$ cat src/rtl/rv32i_register_file.sv
// 32 x XLEN integer register file: two combinational read ports, one synchronous
// write port, x0 hard-wired to zero, synchronous active-high reset.
module rv32i_register_file #(
  parameter int unsigned XLEN     = 32,
  parameter int unsigned NUM_REGS = 32,
  localparam int unsigned ADDR_W  = $clog2(NUM_REGS)
) (
  input  logic              clk,
  input  logic              rst,
  input  logic              wr_en,
  input  logic [ADDR_W-1:0] wr_reg,
  input  logic [XLEN-1:0]   wr_data,
  input  logic [ADDR_W-1:0] rd_reg_1,
  input  logic [ADDR_W-1:0] rd_reg_2,
  output logic [XLEN-1:0]   rd_data_1,
  output logic [XLEN-1:0]   rd_data_2
);

  logic [XLEN-1:0] r_regs [NUM_REGS];
  logic            w_wr_fire;

  assign w_wr_fire = wr_en && (wr_reg != '0);

  always_ff @(posedge clk) begin
    if (rst) begin
      r_regs <= '{default: '0};
    end else if (w_wr_fire) begin
      r_regs[wr_reg] <= wr_data;
    end
  end

  // x0 is masked on the read side so it reads zero even before the first reset.
  always_comb begin
    rd_data_1 = '0;
    rd_data_2 = '0;
    if (rd_reg_1 != '0) rd_data_1 = r_regs[rd_reg_1];
    if (rd_reg_2 != '0) rd_data_2 = r_regs[rd_reg_2];
  end

endmodule


$ cat config.mk
export PLATFORM = sky130hd
export DESIGN_NAME = rv32i_register_file
export DESIGN_NICKNAME = d
export VERILOG_FILES = /design/src/rtl/rv32i_register_file.sv
export SDC_FILE = /design/constraint.sdc
export NUM_CORES = 2
export LEC_CHECK = 0
export ABC_AREA = 1
export CAP_MARGIN = 20
export CELL_PAD_IN_SITES_DETAIL_PLACEMENT = 2
export CELL_PAD_IN_SITES_GLOBAL_PLACEMENT = 2
export CORE_MARGIN = 4
export CORE_UTILIZATION = 31
export CTS_CLUSTER_DIAMETER = 150
export DETAILED_ROUTE_END_ITERATION = 10
export PLACE_DENSITY_LB_ADDON = 0.15
export SLEW_MARGIN = 20
export SYNTH_ARGS = -nofsm -noshare
export SYNTH_HDL_FRONTEND = slang
export SYNTH_SLANG_ARGS = --single-unit
$ cat constraint.sdc
create_clock -name clk -period 1.9 [get_ports clk]
set_clock_uncertainty 0.05 [all_clocks]
set_input_delay 0.38 -clock clk [delete_from_list [all_inputs] [get_ports clk]]
set_output_delay 0.38 -clock clk [all_outputs]
set_load 0.01 [all_outputs]
Yosys cells after proc, flatten, opt, wreduce, memory -nomap -nowiden
Index checks and enable logic that the tools add are counted.
W data, S select, Z words.
Storage, ports and cells
  register bits: 1024
  word-level logic and storage cells: 55
  input port bits: 50
Operators by class
  bitwise operators: 3
  reduce and logical (&&, ||, !) cells: 5
  muxes and demuxes: 11
  magnitude comparators: 4
Operator list (count)
  $bwmux W1024: 1
  $bmux W32 S5: 2
  $mux W32: 7
  $demux W32 S5: 1
  $ge A6 B6 Y1 const B: 3
  $not A5 Y6: 3
  $reduce_bool A5 Y1: 3
  $lt A6 B1 Y1 const B: 1
  $logic_and A1 B1 Y1: 2

Logic depth before layout (Yosys ltp)
  depth in word-level cells: 6
  depth in mapped cells: 11
  depth with buffers taken out: 9

Worst setup path before layout
No wires, ideal clock.
  path kind: in2out
  start: in rd_reg_2[2]
  end: out rd_data_2[26]
  setup slack: -171 ps
  data arrival time: 1641 ps
  required time: 1470 ps
  stages on the path: 10
  buffers on the path: 3
  cell sequence: buf_2 -> clkinv_1 -> clkbuf_1 -> buf_1 -> nand3_1 -> nand2_1 -> nand2_1 -> nand3_1 -> nand2_1 -> nor2_1
On the way
  word-level cells in the longest chain between the ends: 5
  elaborated cells between the ends (all ways): 6
RTL lines
  start: declaration: line 14  | input logic [ADDR_W-1:0] rd_reg_2,
  $not A5 Y6 (implied by the code): line 37  | if (rd_reg_2 != '0) rd_data_2 = r_regs[rd_reg_2];
  $bmux W32 S5: line 37
  $mux W32 (implied by the code) (2 in a row): line 37
  $mux W32 (*): line 37
  end: declaration: line 16  | output logic [XLEN-1:0] rd_data_2
Mark *: on every way between the ends. The rest lies on a longest branch, timed or not. The select of a mux whose other input is x is not followed.

Final worst setup path
  start: reg r_regs[581] (netlist name)
  end: out rd_data_1[5]
On the way
  word-level cells in the longest chain between the ends: 4
RTL lines
  start: declaration: line 19  | logic [XLEN-1:0] r_regs [NUM_REGS];
  start signal: indexed assignment: line 28  | r_regs[wr_reg] <= wr_data;
  $bmux W32 S5: line 36  | if (rd_reg_1 != '0) rd_data_1 = r_regs[rd_reg_1];
  $mux W32 (implied by the code) (2 in a row): line 36
  $mux W32: line 36
  end: declaration: line 15  | output logic [XLEN-1:0] rd_data_1,
Every way passes these cells. The select of a mux whose other input is x is not followed.

==> metrics.txt <==
status=finished, violations left; failing checks=setup timing; via count=a little under 80000; Layout area overhead=51.8%; CTS root buffer=clkbuf_16; fin util=between 40% and 50%; fmax=about 330 MHz; P_leak=about 0.033 µW; number of cells after detailed placement=~11000; Syn Inst Count=around 8600; Worst Setup End Kind=output port; worst skew pair latency=approximately 830 ps; first-pass detailed-route iteration total=9; total die area=approximately 180000 µm²; Syn Area/Cell=between 6 and 7 µm²; synthesized flop and latch total=1024; dpl ws=-1520 ps; TritonCTS clock tree=built; mapped cell area=about 54000 µm²; Clock Path Buffers=3; Die X=around 420 µm; Req. time, crit path=roughly 1500 ps; Final Max Slew Viols=0; routability-driven placement congestion ratio=0.898; worst setup margin=-1170 ps; Syn. warnings=0; Initial Util=around 31%; register area share after synthesis=between 30% and 40%; total track usage=between 30% and 40%; Buffers on Ports=roughly 110; Yosys cell types=20; Top Ports=between 100 and 150; ANT nets after route=0; gr ovfl total=0; Hold Slack=260 ps; DR vias/cell=around 6.7; Setup crit start kind=flop; Yosys top cell area share=roughly two fifths; Iter 0 DRT Violations=roughly 9500; Setup Total Neg Slack=-60080 ps; Worst VDD drop=~1000 µV; Hold WC Path Type=in2reg; drt drc=0; part of the cycle the worst path needs=162%; initial antenna violation count=25; final setup violation count=190; Hold Vio Cnt, Final=0; WL final=roughly 440000 µm; top cells by area, synth=dfxtp_1 38%, nand2_1 18%, nand3_1 13%; # rows=roughly 150; CTS Sinks=1024; nets=just over 9000; Die Height=around 420 µm; Worst Setup Path Type=reg2out; average wire per standard cell=about 38 µm; Worst EP arrival=about 2600 ps; Largest regs=r_regs: 1024 flops; pwr dens=roughly 760 nW/µm²; first-pass GRT wire length=about 510000 µm; worst relative slew slack=42.0%; fraction of layout cells with a size suffix above 1=41.8%; unrepaired setup endpoints after global routing=true; fin crit period=roughly 3000 ps; Final HPWL DP=~220000 µm; largest area contributor in the netlist=dfxtp_1; Core ar.=~170000 µm²; vias in the first global route=about 76000; Net Count, Synth=between 8000 and 9000; register clock-pin slew on the reported worst setup and hold paths=70 ps; reg-to-reg slack, setup=just over 300 ps; Largest register FFs=1024; htree depth=4; final cell count without fillers=approximately 12000; pin count of the biggest net entering global routing=70; CTS buffer count=around 140; largest reg by FF count=r_regs; max_cap viols=0; Critical Path Fanout Max=3; Worst Tran Pin Value=roughly 870 ps
-- cells by family (layout without fill, tap and decap cells) --
logic type	after synthesis	count (layout)	share of synthesized area [%]
AO/OA/AOI/OAI	2081	2081	19.5
buffers and inverters	989	1742	7.25
flip-flops	1024	1024	38.3
other	0	22	0
AND/OR/NAND/NOR	4480	4480	35.0
-- metrics by stage --
| step | total power [µW] | cell area [µm²] |
|---|---|---|
| 2_1_floorplan | 26100 | 53900 |
| 3_3_place_gp | 30900 | 66500 |
| 3_5_place_dp | 31100 | 66500 |
| 4_1_cts | 58400 | 75700 |
| 5_1_grt | 62200 | 81200 |
| 6_report | 61500 | 81200 |
-- worst max-delay path, cell delays in order (launching register included) --
cell and delay [ps]:
dfxtp_1 430, nand2_1 100, nand3_1 110, nand3_1 130, a21oi_2 210, nor2_2 80, nor2_4 430, buf_12 180
buf_6 100
-- synthesized netlist by cell type --
library cell and count:
nor3_2 3, buf_2 132, inv_1 133, nor2_2 18, dfxtp_1 1024, nor3_1 2, nor2_1 454, nand3_2 1
nor2_4 1, clkinv_1 15, inv_2 32, clkbuf_1 597, a21oi_1 1040, o21ai_1 14, o21ai_0 1026, o21ai_2 1
nor3_4 2, nand3_1 1434, buf_1 80, nand2_1 2565
-- final timing paths --
path	start	to	depth (start not counted)
worst max-delay path	r_regs[581]$_SDFFE_PP0P_	rd_data_1[5]	8
worst min register to register	r_regs[1010]$_SDFFE_PP0P_	r_regs[1010]$_SDFFE_PP0P_	2
worst max register to register	r_regs[638]$_SDFFE_PP0P_	r_regs[638]$_SDFFE_PP0P_	3
worst min-delay path	wr_data[8]	r_regs[200]$_SDFFE_PP0P_	3
-- cells in the final DEF (no fill, tap or decap), types with 38 or more instances in the layout --
master | netlist | final
nand2_4 | 0 | 46
o21ai_0 | 1026 | 924
inv_2 | 32 | 51
o21ai_2 | 1 | 58
buf_4 | 0 | 704
clkbuf_16 | 0 | 161
buf_12 | 0 | 315
nand2_2 | 0 | 535
dfxtp_2 | 0 | 789
dfxtp_1 | 1024 | 200
nor2_1 | 454 | 299
nor2_2 | 18 | 66
o21ai_1 | 14 | 54
a21oi_1 | 1040 | 946
nor2_4 | 1 | 108
inv_1 | 133 | 106
buf_6 | 0 | 183
nand3_1 | 1434 | 836
a21oi_2 | 0 | 84
clkdlybuf4s50_1 | 0 | 38
nand2_1 | 2565 | 1983
nand3_2 | 1 | 591
-- where the power goes --
part           total (µW)  internal [µW]  switching (µW)
combinational       11800           4040            7780
clock               27600          15400           12200
sequential          22000          21700             292
-- routing by layer --
layer	global-route usage [%]	part of all wire, %	vias up
li1	-	-	30000
met1	45.1	35	39100
met2	62.6	44	5896
met3	5.14	10	2756
met4	24.8	11	16
met5	0	0.031	-
-- layout make-up --
class / instances / area, µm²
Timing Repair inverter: 2 / 22.5
Antenna cell: 22 / 55.1
Tap cell: 2310 / 2890
Multi-Input combinational cell: 6561 / 35500
Inverter: 180 / 810
Fill cell: 18700 / 90300
Timing Repair Buffer: 1321 / 15900
Sequential cell: 1024 / 21600
Clock inverter: 34 / 337
Clock buffer: 205 / 4090
-- repair_timing --
action,4_1_cts,5_1_grt
pin swaps,440,594
endpoints found under the setup margin,64,66
hold buffers,1,0
cloned,21,22
resized for setup,1623,1482
setup buffers,42,65
endpoints found under the hold margin,2,0
Power figures use the tool's default switching activity.
